[src/rtl/calc_pkg.sv]
// rtl/calc_pkg.sv - opcodes and one-hot states shared by the calculator engine and menu controller
package calc_pkg;

  localparam logic [2:0] OP_ADD     = 3'd0;
  localparam logic [2:0] OP_SUB     = 3'd1;
  localparam logic [2:0] OP_DIV     = 3'd2;
  localparam logic [2:0] OP_MULT    = 3'd3;
  localparam logic [2:0] OP_GCD     = 3'd4;
  localparam logic [2:0] OP_ISPRIME = 3'd5;
  localparam logic [2:0] OP_SQRT    = 3'd6;

  typedef enum logic [2:0] {
    S_IDLE = 3'b001,
    S_RUN  = 3'b010,
    S_DONE = 3'b100
  } state_t;

endpackage

[src/rtl/calc_div_core.sv]
// rtl/calc_div_core.sv - restoring shift-subtract divider, WIDTH iterations per start
// done, quotient and remainder are combinational during the final iteration.
module calc_div_core #(
  parameter int WIDTH = 8
) (
  input  logic             clk,
  input  logic             rst,
  input  logic             clear,
  input  logic             start,
  input  logic [WIDTH-1:0] dividend,
  input  logic [WIDTH-1:0] divisor,
  output logic             done,
  output logic [WIDTH-1:0] quotient,
  output logic [WIDTH-1:0] remainder
);

  localparam int CW = $clog2(WIDTH) + 1;

  logic [WIDTH-1:0] q, r, d;
  logic [CW-1:0]    cnt;
  logic             busy;
  logic [WIDTH:0]   shifted, diff;
  logic             fits;

  assign shifted   = {r, q[WIDTH-1]};
  assign diff      = shifted - {1'b0, d};
  assign fits      = shifted >= {1'b0, d};
  assign remainder = fits ? diff[WIDTH-1:0] : shifted[WIDTH-1:0];
  assign quotient  = {q[WIDTH-2:0], fits};
  assign done      = busy && (cnt == CW'(WIDTH - 1));

  always_ff @(posedge clk or posedge rst) begin
    if (rst) begin
      q    <= '0;
      r    <= '0;
      d    <= '0;
      cnt  <= '0;
      busy <= 1'b0;
    end else if (clear) begin
      busy <= 1'b0;
    end else if (start) begin
      q    <= dividend;
      r    <= '0;
      d    <= divisor;
      cnt  <= '0;
      busy <= 1'b1;
    end else if (busy) begin
      q   <= quotient;
      r   <= remainder;
      cnt <= cnt + CW'(1);
      if (done) busy <= 1'b0;
    end
  end

endmodule

[src/rtl/calc_iter_alu.sv]
// rtl/calc_iter_alu.sv - multi-cycle add/sub/mult/div/gcd/isprime/sqrt engine with Start/Done handshake
// Optional CALC_CYCLE_COUNT_EN adds the Cycles port reporting RUN cycles of the last completed op.
module calc_iter_alu #(
  parameter int WIDTH = 8
) (
  input  logic               Clk,
  input  logic               Reset,
  input  logic               Start,
  input  logic               Abort,
  input  logic [2:0]         Op,
  input  logic [WIDTH-1:0]   A,
  input  logic [WIDTH-1:0]   B,
  output logic               Busy,
  output logic               Done,
  output logic [2*WIDTH-1:0] Result,
  output logic [WIDTH-1:0]   Rem,
  output logic               Flag,
  output logic               Err
`ifdef CALC_CYCLE_COUNT_EN
  ,
  output logic [15:0]        Cycles
`endif
);

  import calc_pkg::*;

  localparam int RW = 2 * WIDTH;
  localparam int CW = $clog2(WIDTH) + 1;

  state_t           state, next_state;
  logic [2:0]       op_q;
  logic [WIDTH-1:0] x, y, d, x_n, y_n, d_n;
  logic [RW-1:0]    acc, acc_n;
  logic [CW-1:0]    cnt;
  logic             accept, finish;
  logic [RW-1:0]    fin_result;
  logic [WIDTH-1:0] fin_rem;
  logic             fin_flag, fin_err;

  logic             div_start, div_done;
  logic [WIDTH-1:0] div_dividend, div_divisor, div_quo, div_rem;

  logic [WIDTH:0]   sub_diff, mul_sum;
  logic [RW-1:0]    mul_next, sq_shift, sq_trial, sq_rem_n, d_sq;
  logic [WIDTH-1:0] sq_root_n, d_inc;
  logic             sq_fits, d_past, last_mul, last_sqrt;

  assign sub_diff  = {1'b0, x} - {1'b0, y};
  // Multiplier uses the product register: upper half accumulates, lower half shifts out B.
  assign mul_sum   = {1'b0, acc[RW-1:WIDTH]} + (acc[0] ? {1'b0, x} : '0);
  assign mul_next  = {mul_sum, acc[WIDTH-1:1]};
  assign sq_shift  = {acc[RW-3:0], x[WIDTH-1:WIDTH-2]};
  assign sq_trial  = {{(WIDTH-2){1'b0}}, y, 2'b01};
  assign sq_fits   = sq_shift >= sq_trial;
  assign sq_rem_n  = sq_fits ? sq_shift - sq_trial : sq_shift;
  assign sq_root_n = {y[WIDTH-2:0], sq_fits};
  assign d_inc     = d + WIDTH'(1);
  assign d_sq      = RW'(d_inc) * RW'(d_inc);
  assign d_past    = d_sq > RW'(x);
  assign last_mul  = cnt == CW'(WIDTH - 1);
  assign last_sqrt = cnt == CW'(WIDTH / 2 - 1);

  assign accept = (state == S_IDLE) && Start && !Abort;
  assign Busy   = (state == S_RUN) || (state == S_DONE);
  assign Done   = (state == S_DONE);

  calc_div_core #(.WIDTH(WIDTH)) u_div (
    .clk       (Clk),
    .rst       (Reset),
    .clear     (Abort && (state != S_IDLE)),
    .start     (div_start),
    .dividend  (div_dividend),
    .divisor   (div_divisor),
    .done      (div_done),
    .quotient  (div_quo),
    .remainder (div_rem)
  );

  always_ff @(posedge Clk or posedge Reset) begin
    if (Reset) state <= S_IDLE;
    else       state <= next_state;
  end

  always_comb begin
    next_state   = state;
    finish       = 1'b0;
    fin_result   = '0;
    fin_rem      = '0;
    fin_flag     = 1'b0;
    fin_err      = 1'b0;
    x_n          = x;
    y_n          = y;
    d_n          = d;
    acc_n        = acc;
    div_start    = 1'b0;
    div_dividend = x;
    div_divisor  = d_inc;
    case (state)
      S_IDLE: begin
        if (accept) begin
          next_state   = S_RUN;
          x_n          = A;
          y_n          = (Op == OP_SQRT) ? '0 : B;
          d_n          = WIDTH'(2);
          acc_n        = (Op == OP_MULT) ? RW'(B) : '0;
          div_dividend = A;
          div_divisor  = (Op == OP_DIV) ? B : WIDTH'(2);
          div_start    = ((Op == OP_DIV) && (B != '0)) ||
                         ((Op == OP_ISPRIME) && (A >= WIDTH'(4)));
        end
      end
      S_RUN: begin
        if (Abort) begin
          next_state = S_IDLE;
        end else begin
          case (op_q)
            OP_ADD: begin
              finish     = 1'b1;
              fin_result = RW'(x) + RW'(y);
            end
            OP_SUB: begin
              finish     = 1'b1;
              fin_result = {{(WIDTH-1){sub_diff[WIDTH]}}, sub_diff};
              fin_flag   = sub_diff[WIDTH];
            end
            OP_DIV: begin
              if (y == '0) begin
                finish     = 1'b1;
                fin_err    = 1'b1;
                fin_result = '1;
                fin_rem    = x;
              end else if (div_done) begin
                finish     = 1'b1;
                fin_result = RW'(div_quo);
                fin_rem    = div_rem;
              end
            end
            OP_MULT: begin
              acc_n = mul_next;
              if (last_mul) begin
                finish     = 1'b1;
                fin_result = mul_next;
              end
            end
            OP_GCD: begin
              if ((x == '0) || (y == '0) || (x == y)) begin
                finish     = 1'b1;
                fin_result = RW'(x | y);
              end else if (x > y) begin
                x_n = x - y;
              end else begin
                y_n = y - x;
              end
            end
            OP_ISPRIME: begin
              // Values below 4 have no trial divisor with d*d <= A.
              if (x < WIDTH'(4)) begin
                finish     = 1'b1;
                fin_flag   = x >= WIDTH'(2);
                fin_result = RW'(fin_flag);
              end else if (div_done) begin
                if (div_rem == '0) begin
                  finish = 1'b1;
                end else if (d_past) begin
                  finish     = 1'b1;
                  fin_flag   = 1'b1;
                  fin_result = RW'(1);
                end else begin
                  div_start = 1'b1;
                  d_n       = d_inc;
                end
              end
            end
            OP_SQRT: begin
              x_n   = x << 2;
              y_n   = sq_root_n;
              acc_n = sq_rem_n;
              if (last_sqrt) begin
                finish     = 1'b1;
                fin_result = RW'(sq_root_n);
                fin_rem    = sq_rem_n[WIDTH-1:0];
              end
            end
            default: begin
              finish  = 1'b1;
              fin_err = 1'b1;
            end
          endcase
          if (finish) next_state = S_DONE;
        end
      end
      S_DONE:  next_state = S_IDLE;
      default: next_state = S_IDLE;
    endcase
  end

  always_ff @(posedge Clk or posedge Reset) begin
    if (Reset) begin
      x      <= '0;
      y      <= '0;
      d      <= '0;
      acc    <= '0;
      cnt    <= '0;
      op_q   <= '0;
      Result <= '0;
      Rem    <= '0;
      Flag   <= 1'b0;
      Err    <= 1'b0;
    end else begin
      x   <= x_n;
      y   <= y_n;
      d   <= d_n;
      acc <= acc_n;
      if (accept) begin
        op_q <= Op;
        cnt  <= '0;
      end else if (state == S_RUN) begin
        cnt <= cnt + CW'(1);
      end
      if (finish) begin
        Result <= fin_result;
        Rem    <= fin_rem;
        Flag   <= fin_flag;
        Err    <= fin_err;
      end
    end
  end

`ifdef CALC_CYCLE_COUNT_EN
  logic [15:0] run_cycles, run_cycles_inc;

  assign run_cycles_inc = (run_cycles == 16'hFFFF) ? run_cycles : run_cycles + 16'd1;

  always_ff @(posedge Clk or posedge Reset) begin
    if (Reset) begin
      run_cycles <= '0;
      Cycles     <= '0;
    end else begin
      if (accept)              run_cycles <= '0;
      else if (state == S_RUN) run_cycles <= run_cycles_inc;
      if (finish) Cycles <= run_cycles_inc;
    end
  end
`endif

endmodule

[config.mk]
export PLATFORM = sky130hd
export DESIGN_NAME = calc_iter_alu
export DESIGN_NICKNAME = d
export VERILOG_FILES = /design/src/rtl/calc_pkg.sv /design/src/rtl/calc_div_core.sv /design/src/rtl/calc_iter_alu.sv
export SDC_FILE = /design/constraint.sdc
export NUM_CORES = 1
export LEC_CHECK = 0
export ABC_AREA = 1
export CAP_MARGIN = 0
export CORE_MARGIN = 3
export CORE_UTILIZATION = 60
export CTS_BUF_LIST = sky130_fd_sc_hd__clkbuf_16
export DETAILED_ROUTE_END_ITERATION = 12
export PLACE_DENSITY_LB_ADDON = 0.08
export SLEW_MARGIN = 20
export SYNTH_ARGS = -nofsm -noshare
export SYNTH_HDL_FRONTEND = slang
export SYNTH_SLANG_ARGS = --single-unit
export TNS_END_PERCENT = 20
[constraint.sdc]
create_clock -name Clk -period 16.4 [get_ports Clk]
set_input_delay 2.46 -clock Clk [delete_from_list [all_inputs] [get_ports Clk]]
set_output_delay 2.46 -clock Clk [all_outputs]
set_load 0.05 [all_outputs]
* After elaboration in Yosys (flattened, before gate mapping)
Cells that the tools add are included.
Storage, ports and cells: output and inout bits 28, bits of input ports 23, flip-flop bits (word level) 105
Cells by class: eq/ne operators 31, muxes and demuxes 99, reductions and logical operators 27, $mul 1, add/sub/neg operators 10, bitwise operators 2, order comparisons 7
Operators with widths (number):
- $mux W8 | 35
- $mux W16 | 7
- $pmux W16 S7 | 1
- $pmux W8 S2 | 6
- $pmux W16 S2 | 2
- $mux W1 | 36
- $logic_not A8 Y1 | 3
- $sub A8 B8 Y8 | 3
- $add A8 B8 Y9 | 2
- $eq A3 B3 Y1 const B | 6
- $ge A16 B10 Y1 | 1
- $gt A16 B8 Y1 | 1
- $mul A8 B8 Y16 | 1
- $mux W4 | 4
- $sub A16 B10 Y16 | 1
- $eq A3 B2 Y1 const B | 5
- $ne A2 B2 Y1 const B | 6
- $ne A3 B3 Y1 const B | 4
- $ge A9 B8 Y1 | 1
- $mux W3 | 3
- $ne A3 B1 Y1 const B | 3
- $sub A8 B8 Y9 | 1
- $add A4 B1 Y4 const B | 2
- $add A8 B1 Y8 const B | 1
- 26 further kinds | 42

* Longest topological paths before layout
Gate-level depths: netlist (run 1).
word-level depth 13, gate-level depth with buffers 37, gate-level depth less buffers 35

* Modules after synthesis
A second synthesis (run 1) with hierarchy kept.
Unflattened totals: cell total of the unflattened synthesis 1524, area total of the unflattened synthesis 10615.2 um2
Modules (own cells, without submodules):
- calc_iter_alu | seq. area each 1903.1 um2, instances 1, area an instance 8724.6 um2, cells an instance 1280
- calc_div_core | seq. area each 725.7 um2, instances 1, area an instance 1890.6 um2, cells an instance 244

* Worst setup path before layout (run 1)
No wires, ideal clock.
kind register -> register, from register d[1], to register Err, period minus slack after synthesis 5474 ps, data arrival time 5408 ps, required time 16334 ps, buffers on the path 1, stages on the path, launching flop included 35, path slack 10926 ps, setup time 66 ps, path through dfrtp_1 ha_1 nand4_1 nor2_1 nand2_1 nand2_2 inv_1 nor2_1 fa_1 xor2_1 xor2_1 fa_1 inv_1 fa_1 inv_1 ha_1 xor2_1 ha_1 a21o_1 nor2_1 nand2_1 nand2_1 nand3_1 nor2_1 nand2_1 nor2_1 nand2_1 nand2_1 nand2_1 nand2_1 nand2_2 nand2_4 buf_12 nand2_4 nand2_2
Between the ends: cells in the longest elaborated chain, start to end 12
Ends and longest elaborated chain:
- from (decl) | line calc_iter_alu.sv:32 | logic [WIDTH-1:0] x, y, d, x_n, y_n, d_n;
- from (signal assigned) | line calc_iter_alu.sv:212 | d <= d_n;
- $add A8 B1 Y8 | line calc_iter_alu.sv:57 | assign d_inc = d + WIDTH'(1);
- $mul A8 B8 Y16 | line calc_iter_alu.sv:58 | assign d_sq = RW'(d_inc) * RW'(d_inc);
- $gt A16 B8 Y1 | line calc_iter_alu.sv:59 | assign d_past = d_sq > RW'(x);
- $mux W1 | line calc_iter_alu.sv:164 | end else if (d_past) begin
- $mux W1 | line calc_iter_alu.sv:162 | if (div_rem == '0) begin
- $mux W1 | line calc_iter_alu.sv:161 | end else if (div_done) begin
- $mux W1 | line calc_iter_alu.sv:157 | if (x < WIDTH'(4)) begin
- $pmux W1 S5 | line calc_iter_alu.sv:116 | case (op_q)
- $mux W1 | line calc_iter_alu.sv:113 | if (Abort) begin
- $mux W1 | line calc_iter_alu.sv:98 | case (state)
- $mux W1 | line calc_iter_alu.sv:113
- $mux W1 | line calc_iter_alu.sv:98
- to (signal assigned) | line calc_iter_alu.sv:224 | Err <= fin_err;
- to (decl) | line calc_iter_alu.sv:18 | output logic Err
No other way between the ends. The select of a mux whose other input is x is not followed. A chain may end at the register's enable or synchronous reset.

* Final worst setup path (run 1)
from register d[0], to register u_div.r[1]
Between the ends: cells in the longest elaborated chain, start to end 12, elaborated cells on any way between the ends 13, those cells by class add/sub: 1; mul: 1; order compare: 1; mux: 8; reduce/logical: 2
Ends and longest elaborated chain:
- $add A8 B1 Y8 (*) | line calc_iter_alu.sv:57
- $mul A8 B8 Y16 (*) | line calc_iter_alu.sv:58
- $gt A16 B8 Y1 (*) | line calc_iter_alu.sv:59
- $mux W1 (*) | line calc_iter_alu.sv:164
- $mux W1 (*) | line calc_iter_alu.sv:162
- $mux W1 (*) | line calc_iter_alu.sv:161
- $mux W1 (*) | line calc_iter_alu.sv:157
- $mux W1 (*) | line calc_iter_alu.sv:116
- $mux W1 (*) | line calc_iter_alu.sv:113
- $pmux W1 S2 (*) | line calc_iter_alu.sv:98
- $reduce_bool A2 Y1 (no source line)
- $reduce_and A2 Y1 (no source line)
- to (signal assigned) | line calc_div_core.sv:49 | r <= remainder;
- to (decl) | line calc_div_core.sv:19 | logic [WIDTH-1:0] q, r, d;
Mark *: on every way between the ends. The rest lies on a longest branch, timed or not.

==> results of run 1 <==
==> power by group through the flow <==
stage / sequential, mW / combinational (mW) / clock (mW)
after floorplan: 0.478 / 1.02 / 0
after CTS: 0.464 / 1.44 / 0.213
final: 0.471 / 1.48 / 0.213
after detailed placement: 0.468 / 1.43 / 0
after global routing: 0.479 / 1.62 / 0.225
after global placement: 0.467 / 1.42 / 0
==> kinds of logic after synthesis <==
family | count (synthesis) | synth area share, %
adder cells (fa/ha/maj) | 126 | 17.2
AO/OA/AOI/OAI | 273 | 15.1
flip-flops | 105 | 25.1
buffers and inverters | 261 | 10.0
XOR/XNOR | 38 | 3.18
other | 2 | 0.0717
AND/OR/NAND/NOR | 663 | 29.3
==> routing by layer <==
layer  vias to the layer above  share of wire (%)
li1                       4851                  -
met1                      4748                 43
met2                       541                 44
met3                        76                 11
met4                         0                2.5
met5                         -                  0
==> worst max-delay path: cells and delay by family (launching register included) <==
kind	cells	cell delay (ns)
AND/OR/NAND/NOR	16	2.85
flip-flops	1	0.59
AO/OA/AOI/OAI	1	0.07
XOR/XNOR	3	0.54
buffers and inverters	4	0.42
adder cells (fa/ha/maj)	6	2.48
==> synthesized netlist by cell type, types with 3 or more instances <==
cell	n	area, sq um
o221ai_1	9	78.8
a21oi_1	64	320
a31oi_1	11	68.8
o2111ai_1	6	52.6
nor2_4	3	33.8
nand4_1	20	125
a21o_1	6	45.0
nor2_1	106	398
dfrtp_1	104	2600
o22ai_1	8	50.1
a221oi_1	6	52.6
o21ai_1	41	205
nand3b_1	5	37.5
clkbuf_1	24	90.1
o21bai_1	5	37.5
buf_2	3	15.0
o21ai_0	87	435
nor3_1	24	120
xor2_1	28	245
nand2_1	342	1280
nand2_2	30	188
or2_2	8	50.1
fa_1	30	601
inv_2	15	56.3
nand3_1	87	435
o211ai_1	9	67.6
nand2_4	21	236
a22oi_1	9	67.6
clkinv_1	5	18.8
buf_4	5	37.5
ha_1	96	1200
xnor2_1	10	87.6
nor4_1	4	25.0
inv_1	205	769
nor2_2	4	25.0
==> worst paths after layout <==
kind                                   startpoint                     end  slack, ns
setup / recovery                 d[0]$_DFFE_PP0P_  u_div.r[1]$_DFFE_PP0P_       9.31
hold / removal             Result[15]$_DFFE_PP0P_  Result[15]$_DFFE_PP0P_       0.47
setup reg to reg                 d[0]$_DFFE_PP0P_  u_div.r[1]$_DFFE_PP0P_       9.31
hold reg to reg            Result[15]$_DFFE_PP0P_  Result[15]$_DFFE_PP0P_       0.47
max in group asynchronous                   Reset      acc[3]$_DFFE_PP0P_      12.92
min in group asynchronous                   Reset      cnt[2]$_DFFE_PP0P_       2.41
==> metrics by stage <==
| stage | utilization, % | total power [mW] | cells | cell area [sq um] |
|---|---|---|---|---|
| 6_report | 67.7 | 2.16 | 1723 | 11400 |
| 5_1_grt | 67.7 | 2.32 | 1723 | 11400 |
| 4_1_cts | 67.6 | 2.12 | 1723 | 11400 |
| 3_5_place_dp | 66.0 | 1.90 | 1707 | 11100 |
| 3_3_place_gp | 66.0 | 1.88 | 1707 | 11100 |
| 2_1_floorplan | - | 1.50 | 1468 | 10500 |
==> cells in the final DEF (no fill, tap or decap), types with 20 or more instances in the layout <==
cell type | netlist | layout
nand4_1 | 20 | 20
clkdlybuf4s50_1 | 0 | 50
xor2_1 | 28 | 28
nand2_2 | 30 | 30
inv_1 | 205 | 204
nand2_1 | 342 | 342
dfrtp_1 | 104 | 104
o21ai_1 | 41 | 41
nor2_1 | 106 | 105
ha_1 | 96 | 96
fa_1 | 30 | 30
o21ai_0 | 87 | 87
nor3_1 | 24 | 23
a21oi_1 | 64 | 64
nand2_4 | 21 | 21
nand3_1 | 87 | 87
==> sequential cells by signal, indices dropped and copies added (netlist names), 8 cells and up <==
register / count
Result: 16
acc: 16
Rem: 8
d: 8
u_div.d: 8
u_div.q: 8
u_div.r: 8
x: 8
y: 8
==> area by class of cell <==
| cell class | instances | share of cell area, % |
|---|---|---|
| multi-input cells | 1102 | 59.8 |
| repair buffers | 55 | 4.76 |
| clock buffers | 9 | 1.98 |
| flip-flops and latches | 105 | 23.1 |
| inverters | 225 | 7.44 |
| well taps | 220 | 2.42 |
| clock inverters | 7 | 0.495 |
==> summary.md, run 1 <==
| Metric | Value |
|---|---|
| Fraction of power spent switching nets | 56.9% |
| Fmax | 141 MHz |
| Via-to-Cell Ratio | 5.93 |
| Max stage delay on crit path | 0.72 ns |
| Hold path depth | 2 |
| RSZ-0062 raised after global routing | false |
| Register bit total from synthesis | 105 |
| Combinational share of power | 68.4% |
| CTS tree | done |
| CORE AREA | 0.0168 sq mm |
| Gr usage total | 32.8% |
| GPL Wtd Cong | 1.04 |
| Hpwl dp | 24.8 mm |
| Setup skew after layout | 0.0127 ns |
| Via count | 10200 |
| Crit Path Category | flip-flop to flip-flop |
| TritonCTS Buffers | 9 |
| Total grt overflow | 0 |
| Starting DRT DRC Count | 1093 |
| Post-CTS Setup Bufs | 0 |
| CTS root buffer | clkbuf_16 |
| Die Y | 138 microns |
| Clock share of power | 9.8% |
| Fraction of registers with async set/reset | 100% |
| Cells after Synth | 1468 |
| ANT nets after route | 0 |
| Reg clk slew, reported paths | 0.07 ns |
| Site row count | 47 |
| Final worst-path setup slack | 9.31 ns |
| Initial core utilization | 62.3% |
| Router iterations before antenna repair | 8 |
| Met1 usage | 48.8% |
| Chip Width | 138 microns |
| Setup crit end kind | flip-flop |
| Hold buffer count at cts | 0 |
| Post-synth top flop | dfrtp_1 |
| H-Tree Depth | 3 |
| Peak VDD IR | 0.139 mV |
| Final wirelength | 31.9 mm |
| First-pass GRT wire length | 50.7 mm |
| Worst hold-check path type | flip-flop to flip-flop |
| Final TNS setup | 0 ns |
| Post_cts resized | 0 |
| CP Launch Type | flip-flop |
| Top Ports | 51 |
| Area grow syn2layout | 8.62% |
| Distinct cells, synth | 53 |
| Diode count | 0 |
| Register area share after synthesis | 25.1% |
| Max Slew Vio Count | 0 |
| Clk buf depth | 2 |
| Yosys warnings | 0 |
| Die ar. | 0.0191 sq mm |
| Antenna violations before repair | 0 |
| Met3 usage | 7.15% |
| Worst r2r path cells | 30 |
| Syn_nets | 1617 |
| Max Cap Violations | 0 |
| Hold Violations, Final | 0 |
| Worst hold slack | 0.475 ns |
| Internal power | 0.932 mW |
| Worst rel slew slack | 24.3% |
| Post-Syn Area per Cell | 7.14 sq um |
| Latest clock arrival within the worst-skew pair | 0.36 ns |
| Part of the power in registers | 21.8% |
| CTS Sinks | 105 |
| PD cells | 190 mW/mm^2 |
| Status | completed |
| WL/cell | 18.5 microns |
| Vias in the first global route | 9251 |
| Share of cells above drive strength 1 | 7.52% |
| GRT met2 Usage | 49.7% |
| Largest net degree at the start of global routing | 85 |
| P_leak | 5.82 nW |
| Crit path time final | 7.09 ns |
| Final setup violation count | 0 |
| Register area | 0.00263 sq mm |
| WP data required | 16.65 ns |
| # fillers | 1492 |
| Port Buffers | 50 |
| Crit-path max FO | 29 |
| Post-Place Setup Slack | 9.07 ns |
| Multi-input logic area | 0.00681 sq mm |
| CP max-delay cell | nand2_1 |
| P_sw | 1.23 mW |
| Drc violations | 0 |
| Fin crit share | 43.2% |
| Arrival @ worst endpoint | 7.34 ns |
| Final #Nets | 1647 |
| Synthesized area | 0.0105 sq mm |
| Slew @ Worst Pin | 1.13 ns |
| Gr busiest metal | met2 |
| Post-synth EDFFs | 0 |
No activity file was read; power rests on OpenSTA's default activity.
==> run 2: changes to the inputs <==
- CORE_UTILIZATION: 60 -> 57
- clock period: 16.4 -> 6.1 ns (I/O delays scaled with it)
==> summary.md, run 2 (same netlist as run 1, synthesis figures left out) <==
| Metric | Value |
|---|---|
| Starting DRT DRC Count | 908 (-17%) |
| Max Slew Vio Count | 0 (unchanged) |
| TritonCTS Buffers | 9 (unchanged) |
| Post-Layout Inst Area | 0.0118 sq mm (+3.8%) |
| Setup skew after layout | 0.00664 ns (-0.00605 ns) |
| CP max-delay cell | fa_1 |
| Post-Place Setup Slack | -0.107 ns (-9.17 ns) |
| Final setup violation count | 0 (unchanged) |
| CORE AREA | 0.0177 sq mm (+5.0%) |
| First-pass GRT wire length | 51.3 mm (+1.2%) |
| Most frequent cell on the critical path | nand2_1 |
| Reg clk slew, reported paths | 0.08 ns (about the same) |
| Chip Width | 142 microns (+2.5%) |
| Crit-path max FO | 10 (-66%) |
| Latest clock arrival within the worst-skew pair | 0.36 ns (about the same) |
| Top Registers | Result: 16 flops, acc: 16 flops |
| Initial core utilization | 59.3% (-3.0 points) |
| Top Ports | 51 (unchanged) |
| Via-to-Cell Ratio | 5.82 (-1.8%) |
| Final core occ | 66.9% (-0.79 points) |
| Gr usage total | 32.1% (-0.69 points) |
| Power, Total | 5.90 mW (+170%) |
| Drc violations | 0 (unchanged) |
| Area grow syn2layout | 12.7% |
| Max Cap Violations | 0 (unchanged) |
| Final wirelength | 31.7 mm (-0.60%) |
| Largest net degree at the start of global routing | 73 (-14%) |
| Site row count | 48 (+2.1%) |
| Max stage delay on crit path | 0.52 ns (-0.20 ns) |
| Peak VDD IR | 0.466 mV (+240%) |
| Setup crit end kind | flip-flop |
| Final worst-path setup slack | 0.352 ns (-8.96 ns) |
| Worst rel slew slack | 24.5% (+0.19 points) |
| GPL Wtd Cong | 0.991 (-4.5%) |
| ANT nets after route | 0 (unchanged) |
| WL/cell | 17.9 microns (-3.1%) |
| Antenna violations before repair | 0 (unchanged) |
| Hold Violations, Final | 0 (unchanged) |
| PD cells | 500 mW/mm^2 (+160%) |
| Fin crit share | 94.2% (+51 points) |
| # fillers | 1552 (+4.0%) |
| Commonest non-fill, non-tap cell in the layout | nand2_1 |
| Worst hold-check path type | flip-flop to flip-flop |
| Most frequent cells in the layout | nand2_1 (338), inv_1 (203), dfrtp_1 (103), nor2_1 (97), ha_1 (93) |
| Placed Area | 0.0114 sq mm (+2.6%) |
| Vias in the first global route | 9676 (+4.6%) |
| WP data required | 6.40 ns (-10.25 ns) |
| Hpwl dp | 24.7 mm (-0.43%) |
| P_leak | 6.04 nW (+3.8%) |
| Final #Nets | 1687 (+2.4%) |
| Worst hold slack | 0.500 ns (+0.0260 ns) |
| Die ar. | 0.0200 sq mm (+5.0%) |
| Diode count | 0 (unchanged) |
| Crit Path Category | flip-flop to flip-flop |
| Fmax | 174 MHz (+23%) |
| Share of cells above drive strength 1 | 11.3% (+3.8 points) |
| Die Y | 142 microns (+2.5%) |
| Arrival @ worst endpoint | 6.05 ns (-1.29 ns) |
| Worst setup path startpoint | d[1]$_DFFE_PP0P_ |
| Slew @ Worst Pin | 1.12 ns (-0.00284 ns) |
| CTS Sinks | 105 (unchanged) |
| Router iterations before antenna repair | 6 (-2) |
| Status | completed |
| Via count | 10300 (+0.71%) |
| R2r startpoint | d[1]$_DFFE_PP0P_ |
| CTS tree | done |
| H-Tree Depth | 3 (unchanged) |
| Clk buf depth | 2 (unchanged) |
| Hold buffer count at cts | 0 (unchanged) |
| CTS root buffer | clkbuf_16 |
| Crit path time final | 5.75 ns (-1.34 ns) |
| Total grt overflow | 0 (unchanged) |
| CP Launch Type | flip-flop |
| Port Buffers | 50 (unchanged) |
| Hold Path Origin | Rem[0]$_DFFE_PP0P_ |
-- run 2: report_power, final --
group | total [mW] | switching, mW | internal (mW)
Clock | 0.594 | 0.306 | 0.287
Sequential | 1.26 | 0.326 | 0.932
Combinational | 4.05 | 2.72 | 1.33
-- run 2: path summary, 6_finish.rpt --
| path | to | cells past startpoint | slack [ns] |
|---|---|---|---|
| max in group asynchronous | y[7]$_DFFE_PP0P_ | 3 | 3.86 |
| worst min-delay path | Rem[0]$_DFFE_PP0P_ | 2 | 0.50 |
| worst min register to register | Rem[0]$_DFFE_PP0P_ | 2 | 0.50 |
| min in group asynchronous | cnt[0]$_DFFE_PP0P_ | 2 | 0.91 |
| worst max-delay path | Result[4]$_DFFE_PP0P_ | 33 | 0.35 |
| worst max register to register | Result[4]$_DFFE_PP0P_ | 33 | 0.35 |
-- run 2: worst max-delay path: cells and delay by family (launching register included) --
family,cells,cell delay (ns)
AND/OR/NAND/NOR,17,1.50
flip-flops,1,0.44
buffers and inverters,6,0.56
AO/OA/AOI/OAI,2,0.35
XOR/XNOR,1,0.19
adder cells (fa/ha/maj),7,2.62
-- run 2: cell type report --
cell class | count | area [sq um] | area share [%]
Timing Repair Buffer | 95 | 876 | 7.42
Clock buffer | 9 | 225 | 1.91
Multi-Input combinational cell | 1102 | 6890 | 58.3
Tap cell | 225 | 282 | 2.38
Sequential cell | 105 | 2630 | 22.3
Clock inverter | 7 | 61.3 | 0.519
Inverter | 225 | 847 | 7.17
-- run 2: per-layer routing --
metal	GRT usage (%)	vias to the layer above	part of all wire (%)
met5	0	-	0
met4	9.80	0	3.4
met3	8.09	101	11
met2	48.5	511	43
met1	45.6	4730	43
li1	-	4947	-
-- run 2: repair_timing --
action	4_1_cts	5_1_grt
pin swaps	0	3
gates resized for setup	1	29
setup endpoints to repair	14	65
setup buffers	0	6
-- run 2: per-stage QoR --
step           std cells  TNS (ns)
6_report            1768         0
5_1_grt             1768    -0.160
4_1_cts             1762         0
3_5_place_dp        1746    -0.686
3_3_place_gp        1746         0
2_1_floorplan       1468         0
==> RTL edit 1 (settings of run 2) <==
The option `CALC_CYCLE_COUNT_EN` is turned on by a define.
--- a/src/rtl/calc_iter_alu.sv
+++ b/src/rtl/calc_iter_alu.sv
@@ -2,2 +2,4 @@
 // Optional CALC_CYCLE_COUNT_EN adds the Cycles port reporting RUN cycles of the last completed op.
+`define CALC_CYCLE_COUNT_EN
+
 module calc_iter_alu #(
Formal check against the unedited RTL (old outputs only; new: Cycles): equivalent (Yosys induction, for registers that start in step).
==> RTL edit 1 against run 2 <==
- cell area increased by 18%
- synthesized area up 15%
- critical endpoint is now Rem[4]$_DFFE_PP0P_
- clock power increased by 92%
- routed wire length grew 18%
- total power rose by 20%
- sequential cell count is 32 higher
- setup slack lost 0.030 ns
- maximum frequency is 0.52% lower
- via count rose by 16%
- highest routed layer unchanged
==> RTL edit 1: results (changes against run 2) <==
Outcome
  – Status: complete, no violations (unchanged)

Finish
  – Layout Nets: 1930 (was 1687)
  – Sequential portion of the cell area: 24.5% (was 22.3%)
  – Clkbuf count: 17 (was 9)
  – Buffers, non-clock: 96 (was 95)
  – Layout cells sized above 1: 8.76% (was 11.3%)
  – Data buffer area share: 6.91% (was 7.42%)
  – Fraction of area in multi-input gates: 54.3% (was 58.3%)
  – Non-clk invs: 271 (was 225)
  – Clock network area share: 4.49% (was 2.43%)
  – #MultiIn Comb: 1257 (was 1102)
  – Number of flip-flops and latches: 137 (was 105)

Global routing
  – Grt met3 use: 9.31% (was 8.09%)
  – Vias in the first global route: 11415 (was 9676)
  – Pin count of the biggest net entering global routing: 93 (was 73)
  – M2 GR Usage: 51.6% (was 48.5%)
  – GRT Util Overall: 33.0% (was 32.1%)

Timing
  – Crit share post-route: 94.7% (was 94.2%)
  – Worst-margin pin slew: 0.899 ns (was 1.12 ns)

Critical path
  – Crit path max fanout: 8 (was 10)
  – WP data arrival: 6.14 ns (was 6.05 ns)
  – Critical path's largest stage delay: 0.55 ns (was 0.52 ns)
  – R2R cell count: 35 (was 33)
  – R2r endpoint: Rem[4]$_DFFE_PP0P_ (was Result[4]$_DFFE_PP0P_)

Route
  – Metal2 WL: 16600 um (was 13700 um)
  – Routed via count: 11933 (was 10289)
  – Drt total wl: 37300 um (was 31700 um)

Worst hold path
  – Worst hold start: Cycles[0]$_DFFE_PP0P_ (was Rem[0]$_DFFE_PP0P_)
  – Hold EP: Cycles[0]$_DFFE_PP0P_ (was Rem[0]$_DFFE_PP0P_)

Synth
  – Netlist cell types: 58 (was 53)
  – Mapped Avg Cell Area: 7.07 sq um (was 7.14 sq um)
  – Compound-Gate Fraction of Synth Area: 14.1% (was 15.1%)
  – Synth top cells by count: nand2_1 (449), inv_1 (257), dfrtp_1 (136), nand3_1 (128), nor2_1 (113) (was nand2_1 (342), inv_1 (205), nor2_1 (106), dfrtp_1 (104), ha_1 (96))
  – Sequential area share after synthesis: 28.4% (was 25.1%)

Power
  – Sw Ratio: 53.6% (was 56.7%)
  – Leak: 7.24 nW (was 6.04 nW)

Clock tree
  – Worst skew pair latency: 0.43 ns (was 0.36 ns)

Placed design
  – RD Place Congestion: 0.981 (was 0.991)
  – Quantity of I/O buffers inserted on ports: 66 (was 50)
  – DP Worst Slack: 0.0918 ns (was -0.107 ns)
RTL edit 1: cell types whose count changed after synthesis, moves of 11 or more:
cell            run 2  this run
nand2_1           342       449
nand2_2            30        15
xor2_1             28        39
dfrtp_1           104       136
o21ai_0            87       111
nand3_1            87       128
nand2_4            21         4
o21ai_1            41        15
inv_1             205       257
RTL edit 1: power by group through the flow:
stage                     combinational (mW)  sequential (mW)  clock, mW
after floorplan                         2.88             1.61          0
after global placement                  4.19             1.47          0
after detailed placement                4.25             1.47          0
after CTS                               4.28             1.46       1.14
after global routing                    4.92             1.50       1.19
final                                   4.46             1.48       1.14
RTL edit 1: timing repair:
action	in CTS	in global routing
setup buffers	0	7
gates resized for setup	0	49
endpoints found under the setup margin	0	81
RTL edit 1: worst max-delay path: cells and delay by family (launching register included):
family / cells / cell delay (ns)
xor+xnor: 3 / 0.52
buf+inv: 4 / 0.42
flops: 1 / 0.42
simple gates: 22 / 1.98
fa+ha+maj: 6 / 2.34
==> RTL edit 2 (flow settings as in run 2) <==
Made on the original files. Add an input register stage for `Start`, `Abort`, `Op`, `A` and `B`, cleared by the reset; this delays them by one clock. Comments in the files are not updated.
--- a/src/rtl/calc_iter_alu.sv
+++ b/src/rtl/calc_iter_alu.sv
@@ -29,2 +29,24 @@
 
+  logic Start_q;
+  logic Abort_q;
+  logic [2:0] Op_q;
+  logic [WIDTH-1:0] A_q;
+  logic [WIDTH-1:0] B_q;
+
+  always_ff @(posedge Clk or posedge Reset) begin
+    if (Reset) begin
+      Start_q <= '0;
+      Abort_q <= '0;
+      Op_q    <= '0;
+      A_q     <= '0;
+      B_q     <= '0;
+    end else begin
+      Start_q <= Start;
+      Abort_q <= Abort;
+      Op_q    <= Op;
+      A_q     <= A;
+      B_q     <= B;
+    end
+  end
+
   state_t           state, next_state;
@@ -62,3 +84,3 @@
 
-  assign accept = (state == S_IDLE) && Start && !Abort;
+  assign accept = (state == S_IDLE) && Start_q && !Abort_q;
   assign Busy   = (state == S_RUN) || (state == S_DONE);
@@ -69,3 +91,3 @@
     .rst       (Reset),
-    .clear     (Abort && (state != S_IDLE)),
+    .clear     (Abort_q && (state != S_IDLE)),
     .start     (div_start),
@@ -101,10 +123,10 @@
           next_state   = S_RUN;
-          x_n          = A;
-          y_n          = (Op == OP_SQRT) ? '0 : B;
+          x_n          = A_q;
+          y_n          = (Op_q == OP_SQRT) ? '0 : B_q;
           d_n          = WIDTH'(2);
-          acc_n        = (Op == OP_MULT) ? RW'(B) : '0;
-          div_dividend = A;
-          div_divisor  = (Op == OP_DIV) ? B : WIDTH'(2);
-          div_start    = ((Op == OP_DIV) && (B != '0)) ||
-                         ((Op == OP_ISPRIME) && (A >= WIDTH'(4)));
+          acc_n        = (Op_q == OP_MULT) ? RW'(B_q) : '0;
+          div_dividend = A_q;
+          div_divisor  = (Op_q == OP_DIV) ? B_q : WIDTH'(2);
+          div_start    = ((Op_q == OP_DIV) && (B_q != '0)) ||
+                         ((Op_q == OP_ISPRIME) && (A_q >= WIDTH'(4)));
         end
@@ -112,3 +134,3 @@
       S_RUN: begin
-        if (Abort) begin
+        if (Abort_q) begin
           next_state = S_IDLE;
@@ -214,3 +236,3 @@
       if (accept) begin
-        op_q <= Op;
+        op_q <= Op_q;
         cnt  <= '0;
Function: changed (a bounded check fails within 4 cycles, from zero or initial values and one cycle with Reset high).
==> RTL edit 2 against run 2 <==
- sequential cell count increased by 21
- synthesized area grew 5.0%
- count of clock-buffer cells in the layout increased by 8
- die area grew 4.8%
- clock skew increased by 0.0055 ns
- worst hold slack worse by 0.028 ns
- routed wire length grew 10%
- cell area up 7.3%
- non-clock buffer count down 18
- total power grew 12%
- setup slack improved by 0.10 ns
- clock power increased by 87%
- highest routed layer unchanged
- combinational power rose by 1%
==> RTL edit 2: results (changes against run 2) <==
Outcome
  – Status: complete, no violations (unchanged)

Critical path
  – R2R cell count: 30 (was 33)
  – R2r endpoint: Flag$_DFFE_PP0P_ (was Result[4]$_DFFE_PP0P_)
  – Crit path max fanout: 9 (was 10)

Route
  – Drt total wl: 34900 um (was 31700 um)
  – Drt first pass iters: 7 (was 6)
  – Iter 0 DRT Violations: 1027 (was 908)

Global routing
  – Pin count of the biggest net entering global routing: 65 (was 73)
  – GRT Util Overall: 32.5% (was 32.1%)
  – Grt met3 use: 6.46% (was 8.09%)
  – First-pass GRT wire length: 54800 um (was 51300 um)
  – GR Util met1: 41.5% (was 45.6%)

Timing
  – Period minus WS final: 5.65 ns (was 5.75 ns)
  – Rel. slew slack: 30.0% (was 24.5%)

Synth
  – Post-synthesis adder-cell area fraction: 16.4% (was 17.2%)
  – Top cells by area, synth: dfrtp_1 (28%), nand2_1 (15%), ha_1 (11%) (was dfrtp_1 (25%), nand2_1 (12%), ha_1 (11%))
  – Compound-Gate Fraction of Synth Area: 13.3% (was 15.1%)
  – Netlist cell types: 58 (was 53)
  – Mapped Nets: 1693 (was 1617)

Finish
  – Layout Nets: 1755 (was 1687)
  – Fillers: 1678 (was 1552)

Placed design
  – DP Worst Slack: -0.0157 ns (was -0.107 ns)
  – DP HPWL: 26600 um (was 24700 um)

Clock tree
  – Number of CTS-inserted buffers: 17 (was 9)
  – Worst skew pair latency: 0.43 ns (was 0.36 ns)
  – # H-tree levels: 4 (was 3)

Worst hold path
  – Worst hold start: Result[12]$_DFFE_PP0P_ (was Rem[0]$_DFFE_PP0P_)
  – Hold EP: Result[12]$_DFFE_PP0P_ (was Rem[0]$_DFFE_PP0P_)
==> RTL edit 2: per-layer routing <==
| layer | vias to the layer above | wire [um] | share of wire (%) |
|---|---|---|---|
| met2 | 466 | 16100 | 46 |
| met4 | 0 | 1740 | 5.0 |
| met5 | - | 0 | 0 |
| met3 | 134 | 2620 | 7.5 |
| met1 | 5050 | 14400 | 41 |
| li1 | 5145 | - | - |
==> RTL edit 2: metrics by stage <==
| step | hold slack, ns | power [mW] |
|---|---|---|
| 2_1_floorplan | 0.449 | 4.14 |
| 3_3_place_gp | 0.455 | 5.28 |
| 3_5_place_dp | 0.460 | 5.32 |
| 4_1_cts | 0.473 | 6.46 |
| 5_1_grt | 0.493 | 7.08 |
| 6_report | 0.472 | 6.62 |
==> RTL edit 2: critical path, delay by kind of cell, from the launching register on <==
family                     cells  cell delay [ns]
AOI/OAI and AO/OA              2             0.27
xor gates and xnor gates       2             0.38
adders and majority gates      7             2.52
buffers and inverters          3             0.43
DFF                            1             0.40
and+or+nand+nor               16             1.59
==> RTL edit 2: where the power goes <==
part | leakage, nW | switching, mW | internal (mW)
logic | 4.67 | 2.82 | 1.30
registers | 1.58 | 0.302 | 1.10
clock network | 0.307 | 0.446 | 0.660
total | 6.56 | 3.56 | 3.06
==> RTL edit 2: layout make-up <==
| class | instances | area [sq um] | area share, % |
|---|---|---|---|
| clock buffers | 17 | 425 | 3.36 |
| clock inverters | 15 | 198 | 1.56 |
| inverters | 242 | 927 | 7.31 |
| multi-input cells | 1142 | 6930 | 54.7 |
| flip-flops and latches | 126 | 3160 | 24.9 |
| well taps | 260 | 325 | 2.57 |
| repair buffers | 77 | 716 | 5.65 |
